**src/rtl/scan_bist_pkg.sv**
```systemverilog
// Shared types, constants and LFSR step helpers for the logic-BIST sequencer.
package scan_bist_pkg;

    localparam int          LFSR_W        = 16;
    localparam logic [15:0] TAP_MASK      = 16'hB400;
    localparam logic [15:0] SEED_ZERO_SUB = 16'h0001;

    typedef enum logic [2:0] {
        ST_IDLE,
        ST_SHIFT,
        ST_CAPTURE,
        ST_UNLOAD,
        ST_FINISH
    } state_e;

    function automatic logic lfsr_fb(input logic [LFSR_W-1:0] v);
        return ^(v & TAP_MASK);
    endfunction

    function automatic logic [LFSR_W-1:0] lfsr_next(
        input logic [LFSR_W-1:0] v,
        input logic [1:0]        par
    );
        return {v[LFSR_W-2:0], lfsr_fb(v)} ^ {{(LFSR_W-2){1'b0}}, par};
    endfunction

endpackage

```
**src/rtl/scan_bist_lfsr16.sv**
```systemverilog
// 16-bit Fibonacci LFSR with 2-bit parallel XOR input; serves as PRPG or MISR.
module scan_lfsr16
    import scan_bist_pkg::*;
(
    input  logic              clk_i,
    input  logic              rst_ni,
    input  logic              en_i,
    input  logic              load_i,
    input  logic [LFSR_W-1:0] load_val_i,
    input  logic [1:0]        par_i,
    output logic [LFSR_W-1:0] q_o
);

    logic [LFSR_W-1:0] lfsr_q;
    logic [LFSR_W-1:0] lfsr_d;

    always_comb begin
        lfsr_d = lfsr_q;
        if (load_i) begin
            lfsr_d = load_val_i;
        end else if (en_i) begin
            lfsr_d = lfsr_next(lfsr_q, par_i);
        end
    end

    always_ff @(posedge clk_i or negedge rst_ni) begin
        if (!rst_ni) begin
            lfsr_q <= '0;
        end else begin
            lfsr_q <= lfsr_d;
        end
    end

    assign q_o = lfsr_q;

endmodule

```
**src/rtl/scan_bist_controller.sv**
```systemverilog
// Logic-BIST sequencer: drives two scan chains from a PRPG and compacts
// their scan-out into a MISR signature checked against an expected value.
module scan_bist_controller
    import scan_bist_pkg::*;
#(
    parameter int CHAIN_LEN = 10,
    parameter int NPAT_W    = 8
) (
    input  logic              REFCLK,
    input  logic              RESETN,
    input  logic              START,
    input  logic [NPAT_W-1:0] NUM_PAT,
    input  logic [15:0]       SEED,
    input  logic [15:0]       EXP_SIG,
    input  logic              SO1,
    input  logic              SO2,
    output logic              SE,
    output logic              SI1,
    output logic              SI2,
    output logic              BUSY,
    output logic              DONE,
    output logic              PASS,
    output logic [15:0]       SIGNATURE
);

    localparam int              CNT_W = $clog2(CHAIN_LEN);
    localparam logic [CNT_W-1:0] LAST = CNT_W'(CHAIN_LEN - 1);

    state_e              state_q;
    logic [NPAT_W-1:0]   pat_cnt_q;
    logic [CNT_W-1:0]    shift_cnt_q;
    logic                first_q;
    logic                se_q;
    logic                si1_q;
    logic                si2_q;
    logic                busy_q;
    logic                done_q;
    logic                pass_q;

    logic                start_acc;
    logic                prpg_en;
    logic                misr_en;
    logic [LFSR_W-1:0]   seed_eff;
    logic [LFSR_W-1:0]   prpg_q;
    logic [LFSR_W-1:0]   misr_q;

    assign start_acc = (state_q == ST_IDLE) && START;
    assign seed_eff  = (SEED == '0) ? SEED_ZERO_SUB : SEED;
    assign prpg_en   = (state_q == ST_SHIFT);
    // The first pattern's unload carries no response, so it is not compacted.
    assign misr_en   = ((state_q == ST_SHIFT) && !first_q) ||
                       (state_q == ST_UNLOAD);

    scan_lfsr16 u_prpg (
        .clk_i      (REFCLK),
        .rst_ni     (RESETN),
        .en_i       (prpg_en),
        .load_i     (start_acc),
        .load_val_i (seed_eff),
        .par_i      (2'b00),
        .q_o        (prpg_q)
    );

    scan_lfsr16 u_misr (
        .clk_i      (REFCLK),
        .rst_ni     (RESETN),
        .en_i       (misr_en),
        .load_i     (start_acc),
        .load_val_i ('0),
        .par_i      ({SO2, SO1}),
        .q_o        (misr_q)
    );

    // SI registers track the PRPG value that will be current next cycle.
    always_ff @(posedge REFCLK or negedge RESETN) begin
        if (!RESETN) begin
            state_q     <= ST_IDLE;
            pat_cnt_q   <= '0;
            shift_cnt_q <= '0;
            first_q     <= 1'b0;
            se_q        <= 1'b0;
            si1_q       <= 1'b0;
            si2_q       <= 1'b0;
            busy_q      <= 1'b0;
            done_q      <= 1'b0;
            pass_q      <= 1'b0;
        end else begin
            unique case (state_q)
                ST_IDLE: begin
                    if (START) begin
                        pat_cnt_q   <= NUM_PAT;
                        shift_cnt_q <= '0;
                        first_q     <= 1'b1;
                        busy_q      <= 1'b1;
                        done_q      <= 1'b0;
                        pass_q      <= 1'b0;
                        if (NUM_PAT == '0) begin
                            state_q <= ST_FINISH;
                            se_q    <= 1'b0;
                            si1_q   <= 1'b0;
                            si2_q   <= 1'b0;
                        end else begin
                            state_q <= ST_SHIFT;
                            se_q    <= 1'b1;
                            si1_q   <= seed_eff[0];
                            si2_q   <= seed_eff[8];
                        end
                    end
                end
                ST_SHIFT: begin
                    if (shift_cnt_q == LAST) begin
                        shift_cnt_q <= '0;
                        first_q     <= 1'b0;
                        pat_cnt_q   <= pat_cnt_q - 1'b1;
                        state_q     <= ST_CAPTURE;
                        se_q        <= 1'b0;
                        si1_q       <= 1'b0;
                        si2_q       <= 1'b0;
                    end else begin
                        shift_cnt_q <= shift_cnt_q + 1'b1;
                        si1_q       <= lfsr_fb(prpg_q);
                        si2_q       <= prpg_q[7];
                    end
                end
                ST_CAPTURE: begin
                    se_q <= 1'b1;
                    if (pat_cnt_q != '0) begin
                        state_q <= ST_SHIFT;
                        si1_q   <= prpg_q[0];
                        si2_q   <= prpg_q[8];
                    end else begin
                        state_q <= ST_UNLOAD;
                        si1_q   <= 1'b0;
                        si2_q   <= 1'b0;
                    end
                end
                ST_UNLOAD: begin
                    if (shift_cnt_q == LAST) begin
                        shift_cnt_q <= '0;
                        state_q     <= ST_FINISH;
                        se_q        <= 1'b0;
                    end else begin
                        shift_cnt_q <= shift_cnt_q + 1'b1;
                    end
                end
                ST_FINISH: begin
                    pass_q  <= (misr_q == EXP_SIG);
                    done_q  <= 1'b1;
                    busy_q  <= 1'b0;
                    state_q <= ST_IDLE;
                end
                default: begin
                    state_q <= ST_IDLE;
                end
            endcase
        end
    end

    assign SE        = se_q;
    assign SI1       = si1_q;
    assign SI2       = si2_q;
    assign BUSY      = busy_q;
    assign DONE      = done_q;
    assign PASS      = pass_q;
    assign SIGNATURE = misr_q;

endmodule

```
**config.mk**
```make
export PLATFORM = sky130hd
export DESIGN_NAME = scan_bist_controller
export DESIGN_NICKNAME = d
export VERILOG_FILES = /design/src/rtl/scan_bist_pkg.sv /design/src/rtl/scan_bist_lfsr16.sv /design/src/rtl/scan_bist_controller.sv
export SDC_FILE = /design/constraint.sdc
export NUM_CORES = 1
export LEC_CHECK = 0
export CAP_MARGIN = 20
export CORE_ASPECT_RATIO = 1.4
export CORE_UTILIZATION = 32
export DETAILED_ROUTE_END_ITERATION = 8
export SYNTH_ARGS = -nofsm -noshare
export SYNTH_HDL_FRONTEND = slang
export SYNTH_SLANG_ARGS = --single-unit
```
**constraint.sdc**
```tcl
create_clock -name REFCLK -period 4.95 [get_ports REFCLK]
set_clock_uncertainty 0.05 [all_clocks]
set_input_delay 0.7425 -clock REFCLK [delete_from_list [all_inputs] [get_ports REFCLK]]
set_output_delay 0.7425 -clock REFCLK [all_outputs]
set_load 0.005 [all_outputs]
```
# == Yosys cells after proc, flatten, opt, wreduce, memory -nomap -nowiden ==
# Cells that the tools add are included.
# totals
ff_bits,54
in_bits,45
output_inout_bits,22
# classes
n_addsub,2
n_eq_ne,10
muxes,37
n_bitwise,1
reduce_logical,24
# op_table
operator,count
$mux W16,5
$reduce_xor A16 Y1,2
$eq A16 B16 Y1,1
$logic_not A16 Y1,1
$mux W8,2
$pmux W8 S2,1
$xor A16 B2 Y16,1
$mux W1,13
$mux W3,4
$pmux W3 S4,1
$reduce_bool A2 Y1,5
$pmux W1 S3,3
$reduce_and A3 Y1,3
$logic_not A8 Y1,1
$mux W4,2
$pmux W1 S2,4
$pmux W4 S2,1
$reduce_bool A8 Y1,1
$sub A8 B1 Y8 const B,1
$eq A3 B2 Y1 const B,2
$ne A2 B1 Y1 const B,3
$reduce_and A2 Y1,3
$reduce_bool A3 Y1,2
$add A4 B1 Y4 const B,1
other kinds (10),11

# == Logic depth before layout (Yosys ltp) ==
# logic_depth
word_depth,5
depth_mapped,7
ltp_nobuf,6

# == Modules after synthesis ==
# Synthesis repeated with hierarchy kept, for this count alone.
# hier_totals
cells_unflattened,334
hier_area_um2,3153.0
# modules_own_cells
mod,instances,cells_each,area_each_um2,seq_area_each_um2
scan_bist_controller,1,186,1581.5,550.5
scan_lfsr16,2,74,785.8,400.4

# == Worst setup path after synthesis ==
# Ideal clock, no wire load.
# synth_timing
path_type,input port to flip-flop
startpoint,input port NUM_PAT[4]
endpoint,register si1_q (netlist: SI1)
t_arrival_ns,1.833
required_ns,4.774
path_slack_ns,2.941
path_stages,4
path_cell_list,or4_4 -> o22ai_2 -> nor2_1 -> o32a_1
# synth_via
elab_chain_len,4
# synth_lines
item,line,text
start: declaration,scan_bist_controller.sv:12,"input logic [NPAT_W-1:0] NUM_PAT,"
$logic_not A8 Y1,scan_bist_controller.sv:97,if (NUM_PAT == '0) begin
$mux W1,scan_bist_controller.sv:97,
$mux W1,scan_bist_controller.sv:90,if (START) begin
$pmux W1 S3,scan_bist_controller.sv:88,unique case (state_q)
end signal: assignment,scan_bist_controller.sv:105,si1_q <= seed_eff[0];
end signal: assignment,scan_bist_controller.sv:121,si1_q <= lfsr_fb(prpg_q);
end signal: assignment,scan_bist_controller.sv:129,si1_q <= prpg_q[0];
end: declaration,scan_bist_controller.sv:34,logic si1_q;
# Every way passes these cells. The select of a mux whose other input is x is not followed.
# A chain may end at the register's enable or synchronous reset.

# == Worst setup path in the final report ==
# layout_timing
startpoint,register state_q[0]
endpoint,register u_misr.lfsr_q[1] (netlist: u_misr.q_o[1])
# layout_via
elab_chain_len,4
elab_cells_between_ends,8
# layout_lines
item,line,text
start: declaration,scan_bist_controller.sv:29,state_e state_q;
start signal: assignment,scan_bist_controller.sv:77,state_q <= ST_IDLE;
start signal: assignment,scan_bist_controller.sv:98,state_q <= ST_FINISH;
start signal: assignment,scan_bist_controller.sv:103,state_q <= ST_SHIFT;
$eq A3 B1 Y1,scan_bist_controller.sv:51,assign misr_en = ((state_q == ST_SHIFT) && !first_q) ||
$logic_and A1 B1 Y1,scan_bist_controller.sv:51,
$logic_or A1 B1 Y1,scan_bist_controller.sv:51,
$reduce_bool A2 Y1 (no line),-,
end signal: assignment,scan_bist_lfsr16.sv:30,lfsr_q <= lfsr_d;
end: declaration,scan_bist_lfsr16.sv:14,logic [LFSR_W-1:0] lfsr_q;
# Several ways; a longest one is shown, not always the timed one.

==> flow_summary.yaml <==
detailed_routing:
  ant_nets: 0
  drtIter0Drc: 96
  drc: 0
  totalWireLength_microns: 7154
  routedWlPerCell_microns: 15.72
  drtPass1Iterations: 4
  drt-vias-per-instance: 5.409
  via_count: 2461
synthesis:
  yosys_warnings: 0
  synth.largest_area_cell: "dfrtp_1"
  synthMostInstantiatedCell: "dfrtp_1"
  ys_types: 49
  muxShareOfSynthArea: 0.04536
  synth.cell_area_sq_um: 2869
  yosysTopAreaCellShare: 0.4710
  synth_top_flop_cell: "dfrtp_1"
  syn_nets: 336
  synth.avg_cell_area_sq_um: 9.997
  netlist_top_cells_count: "54 x dfrtp_1, 29 x nand2_1, 25 x o21ai_0, 21 x nor2_1, 18 x xor2_1"
  synth_edf_count: 0
  syn_inst: 287
  ys_top_cells_by_area: "dfrtp_1 47%, xor2_1 5.5%, a22o_1 4.9%, mux2i_1 4.5%, o21ai_0 4.4%"
  synth-simple-area-share: 0.1627
  ys_ff_latch: 54
  synthXorXnorAreaFrac: 0.07937
  synth_top_family_by_area: "compound AO/OA/AOI/OAI gates"
  synth_compound_area_frac: 0.1919
  yosysSeqAreaShare: 0.4710
  ys_async_sr_fraction: 1.000
  yosys.area_share.adder: 0.01744
sta:
  drv_slew: 0
  slew_headroom: 0.4699
  fin_crit_sh: 0.5268
  hold_viol_final: 0
  setup_tns_ns: 0
  fin_crit_ns: 2.608
  fin_ws_ns: 2.342
  worst_pin_slew_ns: 0.7951
  setup_viol: 0
  max_clock_freq_mhz: 383.5
  rsz0062_at_grt: "false"
placed_design:
  dp.cells: 447
  portBuffers: 66
  routabilityCongestion: 0.7358
  dp_hpwl_microns: 5213
  pre_cts_ws_ns: 2.362
cells_and_area:
  antenna_cells: 0
  layout-drive-gt1-share: 0.06571
  area_growth_syn_to_layout_pct: 31.97
  fin_cells: 455
  nNetsFinal: 398
floorplan:
  std_cell_rows: 40
  io_pins: 67
  die_y_microns: 114.0
  die_w_microns: 82.03
  start_util: 0.3314
  die_area_sq_um: 9354
  coreArea_sq_um: 8658
cts:
  post_cts_resized: 0
  root_buffer: "clkbuf_16"
  cts_buffers: 5
  postCtsSetupRepairBufs: 0
  clkLatencyLatePin_ns: 0.29
  cts_tree: "yes"
  cts_hold_buffers: 0
  clk_path_buf_depth: 2
  cts.sinks: 54
  htreeDepth: 2
  path_clk_slew_ns: 0.07
run_status:
  outcome: "finished clean"
global_route:
  grtUsageTotal: 0.1622
  grt_max_degree: 55
  grt_pass1_vias: 2433
  grt_overflow: 0
  grt_pass1_wl_microns: 11560
  antenna_found_initial: 0
setup_path:
  crit_path_start_kind: "register"
  worstPathCellList: "nand2b_1, a21oi_2, nor2_2, a22o_1"
  crit_arrival_ns: 2.74
  crit_family: "compound AO/OA/AOI/OAI gates"
  endpoint_kind: "register"
  slowest_stage: "a21oi_2"
  max_stage_delay_ns: 0.72
  critPathMaxFanout: 17
  path_class: "register to register"
  worstPathBufferInverterCount: 0
  required_ns: 5.08
power_and_ir_drop:
  p_sw_uw: 890.3
  leakagePower_nw: 1.636
  internal-power_mw: 1.454
  p_seq_frac: 0.373
  power_mw: 2.344
  comb_power_share: 0.459
  irDropWorstVdd_v: 0.0002725
  p_per_area_nw_per_um2: 619.1
  clkPwrFrac: 0.168
  switching_share: 0.3798
run:
  maxCapViolCount: 0
min_path:
  hold_class: "register to register"
[final timing paths]
check | cells past startpoint | start | end | slack [ns]
worst min-delay path | 2 | u_prpg.q_o[1] | u_prpg.q_o[1] | 0.44
min in group asynchronous | 2 | RESETN | u_prpg.q_o[4] | 0.53
worst max register to register | 4 | state_q[0] | u_misr.q_o[1] | 2.34
worst min register to register | 2 | u_prpg.q_o[1] | u_prpg.q_o[1] | 0.44
worst max-delay path | 4 | state_q[0] | u_misr.q_o[1] | 2.34
max in group asynchronous | 2 | RESETN | DONE | 3.87
[cell type report]
cell class / instances / area, sq um
Timing Repair Buffer: 69 / 678.2
Clock inverter: 3 / 40.04
Clock buffer: 5 / 125.1
Inverter: 7 / 26.28
Fill cell: 845 / 4872
Tap cell: 105 / 131.4
Multi-Input combinational cell: 212 / 1434
Sequential cell: 54 / 1351
[placed cells by master (no fill, tap or decap), types with 5 or more instances in the layout]
master           count
clkdlybuf4s50_1     65
dfrtp_1             54
nand2_1             29
o21ai_0             25
nor2_1              21
xor2_1              18
a22o_1              16
mux2i_1             13
nand3_1             10
a21oi_1              8
xnor2_1              8
nor4_1               8
inv_1                7
clkbuf_16            5
[power by group through the flow]
stage	clock network, mW	registers [mW]	logic [mW]
3_5_place_dp	0	0.884	1.08
6_report	0.393	0.875	1.08
2_1_floorplan	0	0.811	0.767
5_1_grt	0.418	0.910	1.21
3_3_place_gp	0	0.880	1.07
4_1_cts	0.404	0.879	1.09
[per-stage QoR]
step / hold slack (ns) / util / instance area (sq um)
3_3_place_gp: 0.4191 / 0.4182 / 3621
2_1_floorplan: 0.3957 / - / 2869
5_1_grt: 0.4678 / 0.4373 / 3786
4_1_cts: 0.4429 / 0.4373 / 3786
3_5_place_dp: 0.4247 / 0.4182 / 3621
6_report: 0.4355 / 0.4373 / 3786
[routing by layer]
metal,GRT usage,wire length (microns),up-vias
met5,0,0,-
met4,0.05965,149,0
met3,0.02240,254,11
met2,0.2848,3646,64
met1,0.1963,3104,1224
li1,-,-,1162
[registers in the layout, summed over array words and instances, names as in the netlist]
signal and cells:
u_misr.q_o 16, u_prpg.q_o 16, pat_cnt_q 8, shift_cnt_q 4, state_q 3, BUSY 1, DONE 1, PASS 1
SE 1, SI1 1, SI2 1, first_q 1
[worst min-delay path, stage by stage, from the launching register on]
cell and delay [ns]:
dfrtp_1 0.34, nand2_1 0.05, nand2_1 0.06
[logic make-up after synthesis]
family          count (synthesis)
mux                            13
compound gates                 78
buf+inv                        21
xor+xnor                       26
fa+ha+maj                       4
flops                          54
simple gates                   91
No activity file was read; power rests on OpenSTA's default activity.
